## src/rtl/mc_ctrl.sv

```systemverilog
// mc_ctrl: multi-cycle FETCH/DECODE/EXEC/MEM/WB controller driving PC, regfile, ALU, extender and DM controls.
// Optional MC_CTRL_IMEM_WAIT_EN adds im_ready and stalls FETCH until instruction memory is valid.
module mc_ctrl (
  input  logic        clk,
  input  logic        reset,
  input  logic [31:0] instr,
`ifdef MC_CTRL_IMEM_WAIT_EN
  input  logic        im_ready,
`endif
  output logic        ir_we,
  output logic        pc_we,
  output logic [1:0]  pc_sel,
  output logic        rf_we,
  output logic [1:0]  rf_wsel,
  output logic [1:0]  rf_dsel,
  output logic        alu_bsel,
  output logic [1:0]  ext_op,
  output logic [1:0]  alu_op,
  output logic        dm_we,
  output logic [2:0]  state,
  output logic        retire,
  output logic        err
);
  typedef enum logic [2:0] {
    S_FETCH  = 3'd0,
    S_DECODE = 3'd1,
    S_EXEC   = 3'd2,
    S_MEM    = 3'd3,
    S_WB     = 3'd4
  } state_t;
  state_t state_q, state_d;
  logic [31:0] ir_q;
  logic err_q, err_d;
  logic fetch_go, hold_ex;
  logic [5:0] op, fn;
  logic is_r, is_addu, is_subu, is_jr, is_nop, is_ori, is_lui, is_lw, is_sw, is_beq, is_j, is_jal;
  logic illegal, dec_done;
`ifdef MC_CTRL_IMEM_WAIT_EN
  assign fetch_go = im_ready;
`else
  assign fetch_go = 1'b1;
`endif
  assign op      = ir_q[31:26];
  assign fn      = ir_q[5:0];
  assign is_r    = op == 6'b000000;
  assign is_addu = is_r && fn == 6'b100001;
  assign is_subu = is_r && fn == 6'b100011;
  assign is_jr   = is_r && fn == 6'b001000;
  assign is_nop  = is_r && fn == 6'b000000;
  assign is_ori  = op == 6'b001101;
  assign is_lui  = op == 6'b001111;
  assign is_lw   = op == 6'b100011;
  assign is_sw   = op == 6'b101011;
  assign is_beq  = op == 6'b000100;
  assign is_j    = op == 6'b000010;
  assign is_jal  = op == 6'b000011;
  assign illegal = !(is_addu || is_subu || is_jr || is_nop || is_ori || is_lui ||
                     is_lw || is_sw || is_beq || is_j || is_jal);
  assign dec_done = is_j || is_jal || is_jr || is_nop || illegal;
  always_comb begin
    state_d  = S_FETCH;
    err_d    = err_q;
    hold_ex  = 1'b0;
    ir_we    = 1'b0;
    pc_we    = 1'b0;
    pc_sel   = 2'b00;
    rf_we    = 1'b0;
    rf_wsel  = 2'b00;
    rf_dsel  = 2'b00;
    alu_bsel = 1'b0;
    ext_op   = 2'b00;
    alu_op   = 2'b00;
    dm_we    = 1'b0;
    case (state_q)
      S_FETCH: begin
        ir_we   = fetch_go;
        state_d = fetch_go ? S_DECODE : S_FETCH;
      end
      S_DECODE: begin
        state_d = dec_done ? S_FETCH : S_EXEC;
        pc_we   = dec_done;
        pc_sel  = is_jr ? 2'b11 : (is_j || is_jal) ? 2'b10 : 2'b00;
        rf_we   = is_jal;
        rf_wsel = is_jal ? 2'b10 : 2'b00;
        rf_dsel = is_jal ? 2'b10 : 2'b00;
        err_d   = err_q || illegal;
      end
      S_EXEC: begin
        hold_ex = 1'b1;
        pc_we   = is_beq;
        pc_sel  = is_beq ? 2'b01 : 2'b00;
        state_d = is_beq ? S_FETCH : (is_lw || is_sw) ? S_MEM : S_WB;
      end
      S_MEM: begin
        hold_ex = 1'b1;
        dm_we   = is_sw;
        pc_we   = is_sw;
        state_d = is_sw ? S_FETCH : S_WB;
      end
      S_WB: begin
        hold_ex = 1'b1;
        rf_we   = 1'b1;
        pc_we   = 1'b1;
        rf_wsel = is_r ? 2'b01 : 2'b00;
        rf_dsel = is_lw ? 2'b01 : 2'b00;
      end
      default: state_d = S_FETCH;
    endcase
    // ALU/extender setup is asserted in EXEC and held stable through MEM and WB
    if (hold_ex) begin
      alu_bsel = is_ori || is_lui || is_lw || is_sw;
      ext_op   = is_lui ? 2'b10 : (is_lw || is_sw) ? 2'b01 : 2'b00;
      alu_op   = (is_subu || is_beq) ? 2'b01 : (is_ori || is_lui) ? 2'b10 : 2'b00;
    end
    // while reset is low nothing may be strobed, even though FETCH normally asserts ir_we
    if (!reset) begin
      ir_we    = 1'b0;
      pc_we    = 1'b0;
      pc_sel   = 2'b00;
      rf_we    = 1'b0;
      rf_wsel  = 2'b00;
      rf_dsel  = 2'b00;
      alu_bsel = 1'b0;
      ext_op   = 2'b00;
      alu_op   = 2'b00;
      dm_we    = 1'b0;
    end
  end
  always_ff @(posedge clk or negedge reset) begin
    if (!reset) begin
      state_q <= S_FETCH;
      ir_q    <= 32'd0;
      err_q   <= 1'b0;
    end else begin
      state_q <= state_d;
      err_q   <= err_d;
      if (ir_we) ir_q <= instr;
    end
  end
  assign state  = state_q;
  assign retire = pc_we;
  assign err    = err_q;
endmodule

```

## config.mk

```make
export PLATFORM = sky130hd
export DESIGN_NAME = mc_ctrl
export DESIGN_NICKNAME = d
export VERILOG_FILES = /design/src/rtl/mc_ctrl.sv
export SDC_FILE = /design/constraint.sdc
export NUM_CORES = 1
export LEC_CHECK = 0
export CAP_MARGIN = 20
export CORE_ASPECT_RATIO = 0.5
export CORE_MARGIN = 8
export CORE_UTILIZATION = 35
export DETAILED_ROUTE_END_ITERATION = 10
export PLACE_DENSITY = 0.84
export SKIP_LAST_GASP = 1
export SLEW_MARGIN = 20
export SYNTH_ARGS = -nofsm -noshare
export SYNTH_HDL_FRONTEND = slang
export SYNTH_SLANG_ARGS = --single-unit
```

## constraint.sdc

```tcl
create_clock -name clk -period 1.7 [get_ports clk]
set_input_delay 0.34 -clock clk [delete_from_list [all_inputs] [get_ports clk]]
set_output_delay 0.34 -clock clk [all_outputs]
set_load 0.005 [all_outputs]
```

Yosys cells after proc, flatten, opt, wreduce, memory -nomap -nowiden
Index checks and enable logic that the tools add are counted.

Bits in registers: 36. Latch bits: 0. Memory bits (writable): 0. Memory bits (read-only): 0. Input port bits: 34. Output and inout port bits: 20. Logic and storage cells: 82. Memories kept: 0.

Add/subtract/negate cells: 0. $mul: 0. Div/mod/pow operators: 0. Order comparisons: 0. Equality and inequality tests: 14. Shift-type cells: 0. Muxes and demuxes: 36. Bitwise operators: 0. Reductions and logical operators: 29.

Operators by type and width (count): 2-bit 2-to-1 mux (14); 6-bit equality test, second input constant (4); 1-bit logical OR (20); 6-bit by 4-bit equality test with 1-bit output, second input constant (3); 1-bit 2-to-1 mux (13); 6-bit by 2-bit equality test with 1-bit output, second input constant (2); 6-bit logical NOT (2); 2-bit one-hot mux with 2 select lines (3); 3-bit one-hot mux with 4 select lines (1); 3-bit 2-to-1 mux (3); 3-bit by 2-bit equality test with 1-bit output, second input constant (2); 6-bit by 3-bit equality test with 1-bit output, second input constant (1); 1-bit logical AND (4); 1-bit one-hot mux with 4 select lines (1); 3-bit by 1-bit equality test with 1-bit output, second input constant (1); 3-bit equality test, second input constant (1); 3-bit logical NOT (1); 3-bit OR reduction (1); 1-bit one-hot mux with 2 select lines (1); 1-bit logical NOT (1).

Depth between registers and ports, before layout
Gate-level depths: netlist (run 1).

Word-level depth: 16. Depth in mapped cells: 7.

Least setup slack after synthesis (run 1)
OpenSTA, ideal clock, no wires.

Kind: register -> output. Start: reg ir_q[29]. End: out retire. Data arrival time: 1530 ps. Data required time: 1360 ps. Setup slack: -170 ps. Cell stages (with the launch flop): 7. Cells stage by stage: dfrtp_1 > buf_6 > and4b_2 > a31oi_1 > a21oi_1 > o41ai_1 > buf_4.

Cells in the longest elaborated chain, start to end: 16. Elaborated cells between the ends (all ways): 29.

Ends and longest elaborated chain: start: declaration (line 32) `logic [31:0] ir_q;`; start signal: assignment (line 137) `if (ir_we) ir_q <= instr;`; 6-bit logical NOT (line 45) `assign is_r = op == 6'b000000;`; 1-bit logical AND, on equally long branches (line 46, 47); 1-bit logical OR (6 in a row) (line 57) `assign illegal = !(is_addu || is_subu || is_jr || is_nop || is_ori || is_lui ||`; 1-bit logical OR (4 in a row) (line 58) `is_lw || is_sw || is_beq || is_j || is_jal);`; 1-bit logical NOT (line 57); 1-bit logical OR (line 59) `assign dec_done = is_j || is_jal || is_jr || is_nop || illegal;`; 1-bit one-hot mux with 4 select lines (*) (line 74) `case (state_q)`; 1-bit 2-to-1 mux (*) (line 116) `if (!reset) begin`; end: declaration (line 21) `output logic retire,`.

Mark *: on every way between the ends. The rest lies on a longest branch, timed or not.

Final worst setup path (run 1)
Start: reg ir_q[26]. End: out pc_sel[0].

Cells in the longest elaborated chain, start to end: 5. Elaborated cells between the ends (all ways): 7.

Ends and longest elaborated chain: 6-bit logical NOT (line 45); 1-bit logical AND (line 48) `assign is_jr = is_r && fn == 6'b001000;`; 2-bit 2-to-1 mux (line 82) `pc_sel = is_jr ? 2'b11 : (is_j || is_jal) ? 2'b10 : 2'b00;`; 2-bit one-hot mux with 2 select lines (*) (line 74); 2-bit 2-to-1 mux (*) (line 116); end: declaration (line 12) `output logic [1:0] pc_sel,`.

Marks and branches as above.

==> results.tsv, run 1 <==
stage	metric	value	unit
run_status	status	complete, but fails checks	
run_status	failing checks	setup timing	
die	total die area	5011	um2
sta	Worst-Margin Slew	0.3028	ns
die	Rows	13	
yosys	multiplexer share of the synthesized area	13.22	%
routing	vias per inst	5.831	
yosys	Yosys top cell area share	39.17	%
routing	Routed WL	5785	um
pwr	PD cells	1690	nW/um2
clock_tree	CTS sink cnt	16	
placed_design	Final HPWL DP	2648	um
pwr	Max VDD drop	0.001063	V
placed_design	GP Congestion	0.9324	
die	IO Pins	54	
yosys	Synth Area in Compound Gates	9.792	%
clock_tree	TritonCTS Buffers	3	
die	area of the core	2684	um2
worst_setup_path	worst path cell trace	buf_6 > nor3_4 > buf_6 > nand3_4 > buf_4 > nor3b_2 > a21oi_1 > nor2_1 > buf_2	
clock_tree	clock transition at the registers of the reported paths	0.07	ns
yosys	async set-reset flop share out of synthesis	100.0	%
yosys	Post-Synth Simple-Gate Area	31.70	%
run	Max Cap Viol	0	
sta	Hold Slack	0.2765	ns
worst_setup_path	CP startpoint kind	register	
worst_setup_path	worst path required time	1.36	ns
yosys	Synth Warn #	0	
worst_setup_path	crit-path max FO	3	
hold_path	min-delay worst type	input pin to async pin	
global_routing	vias in the first global route	1502	
worst_setup_path	WS Path Type	register to primary output	
cells_and_area	Core Util, Final	81.49	%
cells_and_area	fin area	2187	um2
cells_and_area	Fillers	131	
placed_design	port buffer count	33	
worst_setup_path	Crit path top cell by count	buf_6	
routing	violation count after the first detailed-route iteration	96	
clock_tree	CTS tree	built	
yosys	Synth cell types	38	
yosys	#FFs+latches synth	16	
sta	post-route worst setup slack	-0.6165	ns
yosys	register area share after synthesis	39.17	%
yosys	adder-cell share of the synthesized area	0	%
cells_and_area	ANT cells	0	
sta	Period minus WS final	2.316	ns
worst_setup_path	Reg2Reg Depth	10	
die	initial core utilization	38.09	%
sta	max_slew headroom	79.60	%
yosys	Synth area leader	dfrtp_1	
global_routing	global router's overall resource usage	21.71	%
global_routing	initial antenna violation count	0	
yosys	syn nets	136	
worst_setup_path	Critical Path AT	1.98	ns
yosys	Top FF cell, synth	dfrtp_1	
die	chip height	54.22	um
sta	final setup vio count	19	
worst_setup_path	max incr delay on CP	0.41	ns
yosys	Cells after Synth	102	
placed_design	pre-CTS setup slack	-0.7686	ns
cells_and_area	share of post-route cells with drive strength above 1	74.27	%
routing	remaining antenna violation count	0	
yosys	synth top area cells	dfrtp_1 39%, mux2_2 12%, nand2_1 4.0%	
placed_design	Placed Area	1702	um2
yosys	largest family of logic cells by synthesized area	simple AND/OR/NAND/NOR gates	
sta	fmax	0.4317	GHz
yosys	Post-synth EDFFs	0	
clock_tree	Clock Latency Late Sink	0.26	ns
sta	Final Hold Viols	0	
yosys	synthesized area per cell	10.02	um2
worst_setup_path	R2R Setup Slk	-0.11	ns
worst_setup_path	reg2reg start	ir_q[26]	
global_routing	pin count of the biggest net entering global routing	13	
sta	clock skew	0.005859	ns
cells_and_area	Nets	241	
yosys	xor/xnor cell area share of the yosys netlist	0	%
routing	DRC errors left	0	
cells_and_area	Area Overhead vs Synth	114.0	%
clock_tree	Clock Path Buffers	2	
worst_setup_path	CP endpoint kind	primary output	
sta	post-route setup TNS	-5.647	ns
die	Die W	92.43	um
routing	DR pass1 iterations	4	
routing	Routed WL per cell	23.81	um
routing	via count	1417	
sta	final period utilization	136.3	%
clock_tree	CTS root buf	clkbuf_8	
global_routing	grt total ovfl	0	
sta	Pins Over Slew Limit	0	
sta	unrepaired setup endpoints after global routing	true	
worst_setup_path	Reg-to-Reg End	err	
clock_tree	H-Tree Depth	1	
clock_tree	hold_buf cts	0	
yosys	mapped cell area	1022	um2
worst_setup_path	crit path max-delay cell type	dfrtp_1	
global_routing	first-pass GRT wire length	8197	um
pwr	Static Leakage	0.0009807	uW
==> worst max path at each step <==
stage	startpoint	to	slack, ns	cells after the start
floorplan	ir_q[26]	retire	-0.02	6
global placement	reset	alu_bsel	-0.67	4
detailed placement	reset	alu_bsel	-0.77	4
CTS	ir_q[26]	pc_sel[0]	-0.44	9
global route	ir_q[26]	pc_sel[0]	-0.71	9
finish	ir_q[26]	pc_sel[0]	-0.62	9
==> synth_stat cells, drive strengths merged (3+ instances only) <==
| master | n |
|---|---|
| nand2 | 12 |
| nor2 | 11 |
| dfrtp | 16 |
| nor4 | 3 |
| nand3b | 3 |
| nand2b | 3 |
| a21oi | 5 |
| nor3b | 3 |
| buf | 5 |
| nor3 | 6 |
| mux2 | 12 |
==> timing repair <==
item | CTS | global route
buffers inserted | 22 | 9
endpoints found under the setup margin | 28 | 24
hold endpoints to repair | 0 | 0
gates resized for setup | 103 | 37
pin swaps | 21 | 20
==> cells by family (layout without fill, tap and decap cells) <==
group | after synthesis | in the layout
AOI/OAI and AO/OA | 15 | 15
buffers and inverters | 8 | 112
DFF | 16 | 16
muxes | 12 | 12
and+or+nand+nor | 51 | 51
==> per-layer routing <==
metal  up-vias  GRT usage (%)  wire [um]  part of all wire, %
li1        575              -          -                    -
met1       694          22.17       2232                   39
met2       108          39.88       2738                   47
met3        40          5.722        438                  7.6
met4         0          16.62        376                  6.5
met5         -              0          0                    0
==> report_power, final <==
| group | switching, uW | total [uW] | internal (uW) | leakage [uW] |
|---|---|---|---|---|
| Combinational | 1150 | 2530 | 1390 | 0.000772 |
| Sequential | 239 | 807 | 568 | 0.000180 |
| Clock | 151 | 357 | 206 | 0.0000288 |
==> state kept, by name, summed over array words and instances, names as in the netlist <==
signal / count
ir_q: 12
state: 3
err: 1
==> layout make-up <==
class / count / area, um2 / area share, %
Tap cell: 37 / 46.29 / 2.117
Clock buffer: 4 / 55.05 / 2.517
Multi-Input combinational cell: 78 / 788.3 / 36.04
Inverter: 2 / 7.507 / 0.3432
Timing Repair Buffer: 106 / 880.8 / 40.27
Sequential cell: 16 / 409.1 / 18.71
==> critical path: cells and delay by family (launching register included) <==
| kind | cells | cell delay (ns) |
|---|---|---|
| and+or+nand+nor | 4 | 0.66 |
| buffers and inverters | 4 | 0.59 |
| AOI/OAI and AO/OA | 1 | 0.06 |
| DFF | 1 | 0.41 |
==> metrics by stage <==
step / instances / total power [uW]
final: 243 / 3696
after global routing: 243 / 3839
after CTS: 237 / 3104
after detailed placement: 211 / 2178
after global placement: 211 / 2132
after floorplan: 102 / 1444
==> cell usage in the layout (no fill, tap or decap), types with 2 or more instances in the layout <==
cell type and n:
a21oi_1 2, nor2b_2 2, nand2_1 6, mux2_2 11, nand2_4 3, dfrtp_1 9, nor3_4 4, clkdlybuf4s50_1 16
nor2_4 4, nor4_4 3, clkbuf_8 4, buf_4 54, dfrtp_2 7, nand2b_1 2, buf_6 19, nor3b_2 2
nor2_1 6, a21oi_2 3, nand2_2 3, buf_2 15, nand3b_1 3
No activity file was read; power rests on OpenSTA's default activity.
==> run 2, diff against run 1 <==
--- a/config.mk
+++ b/config.mk
@@ -9,6 +9,7 @@
 export CORE_ASPECT_RATIO = 0.5
 export CORE_MARGIN = 8
 export CORE_UTILIZATION = 35
+export CTS_CLUSTER_SIZE = 16
 export DETAILED_ROUTE_END_ITERATION = 10
 export PLACE_DENSITY = 0.84
 export SKIP_LAST_GASP = 1
==> constraint.sdc (replaced) <==
create_clock -name clk -period 1.7 [get_ports clk]
set_input_delay 0.34 -clock clk [delete_from_list [all_inputs] [get_ports clk]]
set_output_delay 0.34 -clock clk [all_outputs]
set_load 0.02 [all_outputs]
==> run 2 against run 1 <==
Effect of this change: the flow still finishes with violations (setup timing); register-to-register slack got worse by 0.14 ns; highest routed layer unchanged; routed wire length decreased by 6.3%; sequential cell count unchanged; total power decreased by 5.8%.
==> results.tsv, run 2 (same netlist as run 1, synthesis figures left out) <==
stage	metric	value	unit
global_routing	first-pass GRT wire length	7003	um
routing	vias per inst	5.860	
pwr	Total Power	3482	uW
die	area of the core	2684	um2
worst_setup_path	crit path max-delay cell type	dfrtp_2	
run	Max Cap Viol	0	
cells_and_area	share of post-route cells with drive strength above 1	73.23	%
run_status	status	complete, but fails checks	
worst_setup_path	CP startpoint kind	register	
sta	post-route setup TNS	-8.477	ns
cells_and_area	Nets	233	
sta	Final Hold Viols	0	
pwr	Gate power share	66.3	%
global_routing	GRT busiest layer	met2	
pwr	PD cells	1582	nW/um2
routing	DRC errors left	0	
global_routing	pin count of the biggest net entering global routing	14	
cells_and_area	ANT cells	0	
clock_tree	CTS tree	built	
cells_and_area	Fillers	133	
clock_tree	Clock Path Buffers	2	
clock_tree	H-Tree Depth	1	
hold_path	min-delay worst type	input pin to async pin	
worst_setup_path	crit path from	ir_q[26]	
worst_setup_path	crit-path max FO	3	
die	total die area	5011	um2
routing	Routed WL	5418	um
clock_tree	hold_buf cts	0	
routing	violation count after the first detailed-route iteration	104	
pwr	P_int	1976	uW
cells_and_area	most frequent cells in the layout	54 x buf_4, 27 x buf_6, 14 x clkdlybuf4s50_1	
worst_setup_path	Crit path top cell by count	buf_4	
global_routing	global router's overall resource usage	18.35	%
cells_and_area	max FFs per register	12	
pwr	Static Leakage	0.0009730	uW
sta	Period minus WS final	2.221	ns
sta	Hold Slack	0.2931	ns
cells_and_area	Reg with most FFs	ir_q	
worst_setup_path	worst path cell trace	nor3_4 > buf_4 > nand3_4 > o32ai_2 > o21ai_2 > o41ai_4 > buf_4	
run_status	failing checks	setup timing	
sta	clock skew	0.01567	ns
cells_and_area	Core Util, Final	82.00	%
global_routing	initial antenna violation count	0	
placed_design	GP Congestion	0.9561	
die	IO Pins	54	
global_routing	grt total ovfl	0	
clock_tree	Clock Latency Late Sink	0.27	ns
pwr	Sw Share	43.24	%
pwr	Clock power frac	10.3	%
sta	unrepaired setup endpoints after global routing	true	
global_routing	GR Util met1	20.99	%
worst_setup_path	CP endpoint kind	primary output	
clock_tree	clock transition at the registers of the reported paths	0.08	ns
worst_setup_path	reg2reg start	state[2]	
pwr	Max VDD drop	0.0009609	V
clock_tree	CTS root buf	clkbuf_8	
die	initial core utilization	38.09	%
die	Die W	92.43	um
sta	final period utilization	130.7	%
worst_setup_path	worst path required time	1.36	ns
worst_setup_path	Critical Path AT	1.88	ns
sta	Worst-Margin Slew	0.3138	ns
sta	Pins Over Slew Limit	0	
worst_setup_path	max incr delay on CP	0.44	ns
pwr	P_sw	1505	uW
global_routing	vias in the first global route	1254	
cells_and_area	Area Overhead vs Synth	115.3	%
cells_and_area	most common cell after layout, fill and taps aside	buf_4	
global_routing	met3 Usage GRT	3.951	%
worst_setup_path	WS Path Type	register to primary output	
routing	via count	1377	
clock_tree	TritonCTS Buffers	3	
placed_design	port buffer count	33	
sta	final setup vio count	31	
sta	post-route worst setup slack	-0.5211	ns
global_routing	M2 GR Usage	34.71	%
pwr	power share of the sequential group	23.4	%
placed_design	Final HPWL DP	2693	um
sta	max_slew headroom	79.01	%
routing	DR pass1 iterations	4	
routing	remaining antenna violation count	0	
die	Rows	13	
die	chip height	54.22	um
clock_tree	CTS sink cnt	16	
routing	Routed WL per cell	23.06	um
sta	fmax	0.4502	GHz
-- run 2: worst max-delay path, delay by kind of cell (launching register included) --
family                 cells  cell delay [ns]
AO/OA/AOI/OAI              3             0.51
flip-flops                 1             0.44
buffers and inverters      2             0.37
AND/OR/NAND/NOR            2             0.31
-- run 2: metal layers --
metal	share of wire (%)	wire, um
met2	49	2674
met4	4.4	236
met5	0	0
met3	9.0	489
met1	37	2017
-- run 2: per-stage QoR --
| stage | cells | worst slack, ns | cell area (um2) |
|---|---|---|---|
| 5_1_grt | 235 | -0.5453 | 2201 |
| 4_1_cts | 221 | -0.3790 | 1998 |
| 6_report | 235 | -0.5211 | 2201 |
| 2_1_floorplan | 102 | -0.1780 | 1125 |
| 3_5_place_dp | 200 | -0.7693 | 1702 |
| 3_3_place_gp | 200 | -0.7233 | 1702 |
-- run 2: power groups by stage --
stage,Combinational (uW),Sequential (uW),Clock (uW)
after floorplan,869,777,0
after global placement,1470,763,0
after detailed placement,1520,782,0
after CTS,1880,779,353
after global routing,2380,834,380
final,2310,815,360
-- run 2: layout make-up --
type	count	area (um2)	area share, %
timing repair buffer	98	879.6	39.97
clock buffer	4	55.05	2.501
sequential	16	409.1	18.59
multi-input combinational	78	803.3	36.50
inverter	2	7.507	0.3411
tap	37	46.29	2.103
-- run 2: repair_timing --
item / 4_1_cts / 5_1_grt
buffers inserted: 16 / 17
gates resized for setup: 126 / 26
pin swaps: 18 / 15
cloned: 1 / 0
endpoints found under the setup margin: 29 / 32
-- run 2: path summary, 6_finish.rpt --
path                       endpoint  slack, ns  depth (start not counted)
min in group clk                err       0.53                          1
max                          retire      -0.52                          7
max in group asynchronous  ir_q[26]       1.14                          2
max reg2reg                ir_q[27]      -0.25                          7
min                        state[2]       0.29                          2
min reg2reg                     err       0.53                          1
==> run 3, diff against run 2 <==
--- a/config.mk
+++ b/config.mk
@@ -8,12 +8,13 @@
 export CAP_MARGIN = 20
 export CORE_ASPECT_RATIO = 0.5
 export CORE_MARGIN = 8
-export CORE_UTILIZATION = 35
+export CORE_UTILIZATION = 39
 export CTS_CLUSTER_SIZE = 16
 export DETAILED_ROUTE_END_ITERATION = 10
-export PLACE_DENSITY = 0.84
+export PLACE_DENSITY = 0.88
 export SKIP_LAST_GASP = 1
 export SLEW_MARGIN = 20
 export SYNTH_ARGS = -nofsm -noshare
 export SYNTH_HDL_FRONTEND = slang
 export SYNTH_SLANG_ARGS = --single-unit
+export TNS_END_PERCENT = 10
==> constraint.sdc (replaced) <==
create_clock -name clk -period 2.5 [get_ports clk]
set_input_delay 0.5 -clock clk [delete_from_list [all_inputs] [get_ports clk]]
set_output_delay 0.5 -clock clk [all_outputs]
set_load 0.02 [all_outputs]
==> run 3 against run 2 <==
Effect of this change: the flow still finishes with violations (setup timing); global-route usage is 3.4 points lower; via count is 26% lower; register-to-register slack better by 1.1 ns; critical path depth is 2 lower; clock power is 35% lower; largest power group unchanged; sequential share of layout area is 7.0 points higher; worst hold slack better by 0.18 ns; final cell count is 19% lower; non-clock buffer count is 44 lower; sequential power is 35% lower.
==> results.tsv, run 3 (same netlist as run 1, synthesis figures left out) <==
stage	metric	value	unit
placed_design	GP Congestion	0.9319	
global_routing	initial antenna violation count	0	
routing	violation count after the first detailed-route iteration	62	
clock_tree	TritonCTS Buffers	3	
clock_tree	CTS root buf	clkbuf_8	
sta	clock skew	0.008002	ns
routing	Routed WL	3259	um
die	chip height	52.20	um
worst_setup_path	worst path required time	2.00	ns
worst_setup_path	Critical Path AT	2.24	ns
cells_and_area	most frequent cells in the layout	28 x clkdlybuf4s50_1, 21 x buf_4, 16 x dfrtp_1	
cells_and_area	Area Overhead vs Synth	53.12	%
pwr	Max VDD drop	0.0005796	V
placed_design	Final HPWL DP	2356	um
cells_and_area	max FFs per register	12	
global_routing	pin count of the biggest net entering global routing	13	
cells_and_area	most common cell after layout, fill and taps aside	clkdlybuf4s50_1	
clock_tree	H-Tree Depth	1	
die	IO Pins	54	
global_routing	grt total ovfl	0	
sta	Final Hold Viols	0	
global_routing	global router's overall resource usage	14.97	%
clock_tree	clock transition at the registers of the reported paths	0.07	ns
placed_design	pre-CTS setup slack	-0.4003	ns
pwr	Total Power	1573	uW
pwr	Static Leakage	0.0006453	uW
routing	Routed WL per cell	17.06	um
run_status	status	complete, but fails checks	
cells_and_area	Core Util, Final	61.69	%
global_routing	vias in the first global route	1029	
sta	Hold Slack	0.4779	ns
die	total die area	4615	um2
cells_and_area	ANT cells	0	
die	Rows	13	
routing	via count	1015	
clock_tree	hold_buf cts	0	
sta	unrepaired setup endpoints after global routing	true	
sta	final setup vio count	14	
sta	fmax	0.3656	GHz
worst_setup_path	crit-path max FO	6	
cells_and_area	share of post-route cells with drive strength above 1	31.17	%
cells_and_area	fin area	1565	um2
die	Die W	88.41	um
worst_setup_path	CP endpoint kind	primary output	
pwr	PD cells	1005	nW/um2
sta	Worst-Margin Slew	0.3636	ns
routing	DR pass1 iterations	4	
worst_setup_path	WS Path Type	register to primary output	
placed_design	Placed Area	1509	um2
cells_and_area	Nets	189	
clock_tree	CTS tree	built	
clock_tree	CTS sink cnt	16	
sta	Pins Over Slew Limit	0	
worst_setup_path	CP startpoint kind	register	
sta	post-route worst setup slack	-0.2351	ns
sta	Period minus WS final	2.735	ns
global_routing	first-pass GRT wire length	5340	um
sta	max_slew headroom	75.42	%
hold_path	min-delay worst type	register to register	
clock_tree	Clock Path Buffers	2	
placed_design	port buffer count	33	
routing	vias per inst	5.314	
routing	DRC errors left	0	
sta	final period utilization	109.4	%
run	Max Cap Viol	0	
run_status	failing checks	setup timing	
cells_and_area	Reg with most FFs	ir_q	
die	area of the core	2537	um2
die	initial core utilization	40.29	%
routing	remaining antenna violation count	0	
clock_tree	Clock Latency Late Sink	0.25	ns
-- run 3: changes by cell type in the layout (fill, tap and decap cells not counted), sizes merged --
cell,previous run,this run
buf,81,21
clkdlybuf4s50,14,28
dlygate4sd2,2,4
-- run 3: metal layers --
metal	GRT usage, %	vias up	share of wire (%)
met4	5.540	0	4.0
li1	-	471	-
met2	25.58	52	48
met5	0	-	0
met3	3.594	15	6.8
met1	18.05	477	41
-- run 3: cell type report --
cell class | instances | area, um2
clock buffer | 4 | 55.05
sequential | 16 | 400.4
tap | 37 | 46.29
multi-input combinational | 78 | 570.5
fill | 199 | 972.2
timing repair buffer | 54 | 485.5
inverter | 2 | 7.507
-- run 3: stage by stage --
step	TNS (ns)	std cells
after detailed placement	-4.005	187
after global placement	-3.906	187
after floorplan	0	102
final	-1.797	191
after global routing	-3.124	191
after CTS	-1.864	191
-- run 3: report_power, final --
part,leakage [uW],switching [uW],internal [uW]
combinational,0.000428,407,399
sequential,0.000188,156,376
clock,0.0000288,93.8,140
-- run 3: final timing paths --
kind	cells after the start	from	slack, ns	to
min in group asynchronous	2	reset	0.51	ir_q[27]
hold reg to reg	1	err	0.48	err
setup reg to reg	4	state[1]	0.83	ir_q[4]
hold / removal	1	err	0.48	err
setup / recovery	5	state[1]	-0.24	ext_op[1]
max in group asynchronous	3	reset	1.73	ir_q[0]
-- run 3: repair_timing --
action                     CTS  global route
resized for setup            5             1
pin swaps                    0             0
buffers inserted             0             0
setup endpoints to repair   16            16
-- run 3: critical path, cell delays in order (launching register included) --
cell,delay (ns)
dfrtp_1,0.45
nor2b_1,0.29
o21ai_2,0.15
nor3_2,0.28
and2_1,0.18
clkdlybuf4s50_1,0.62
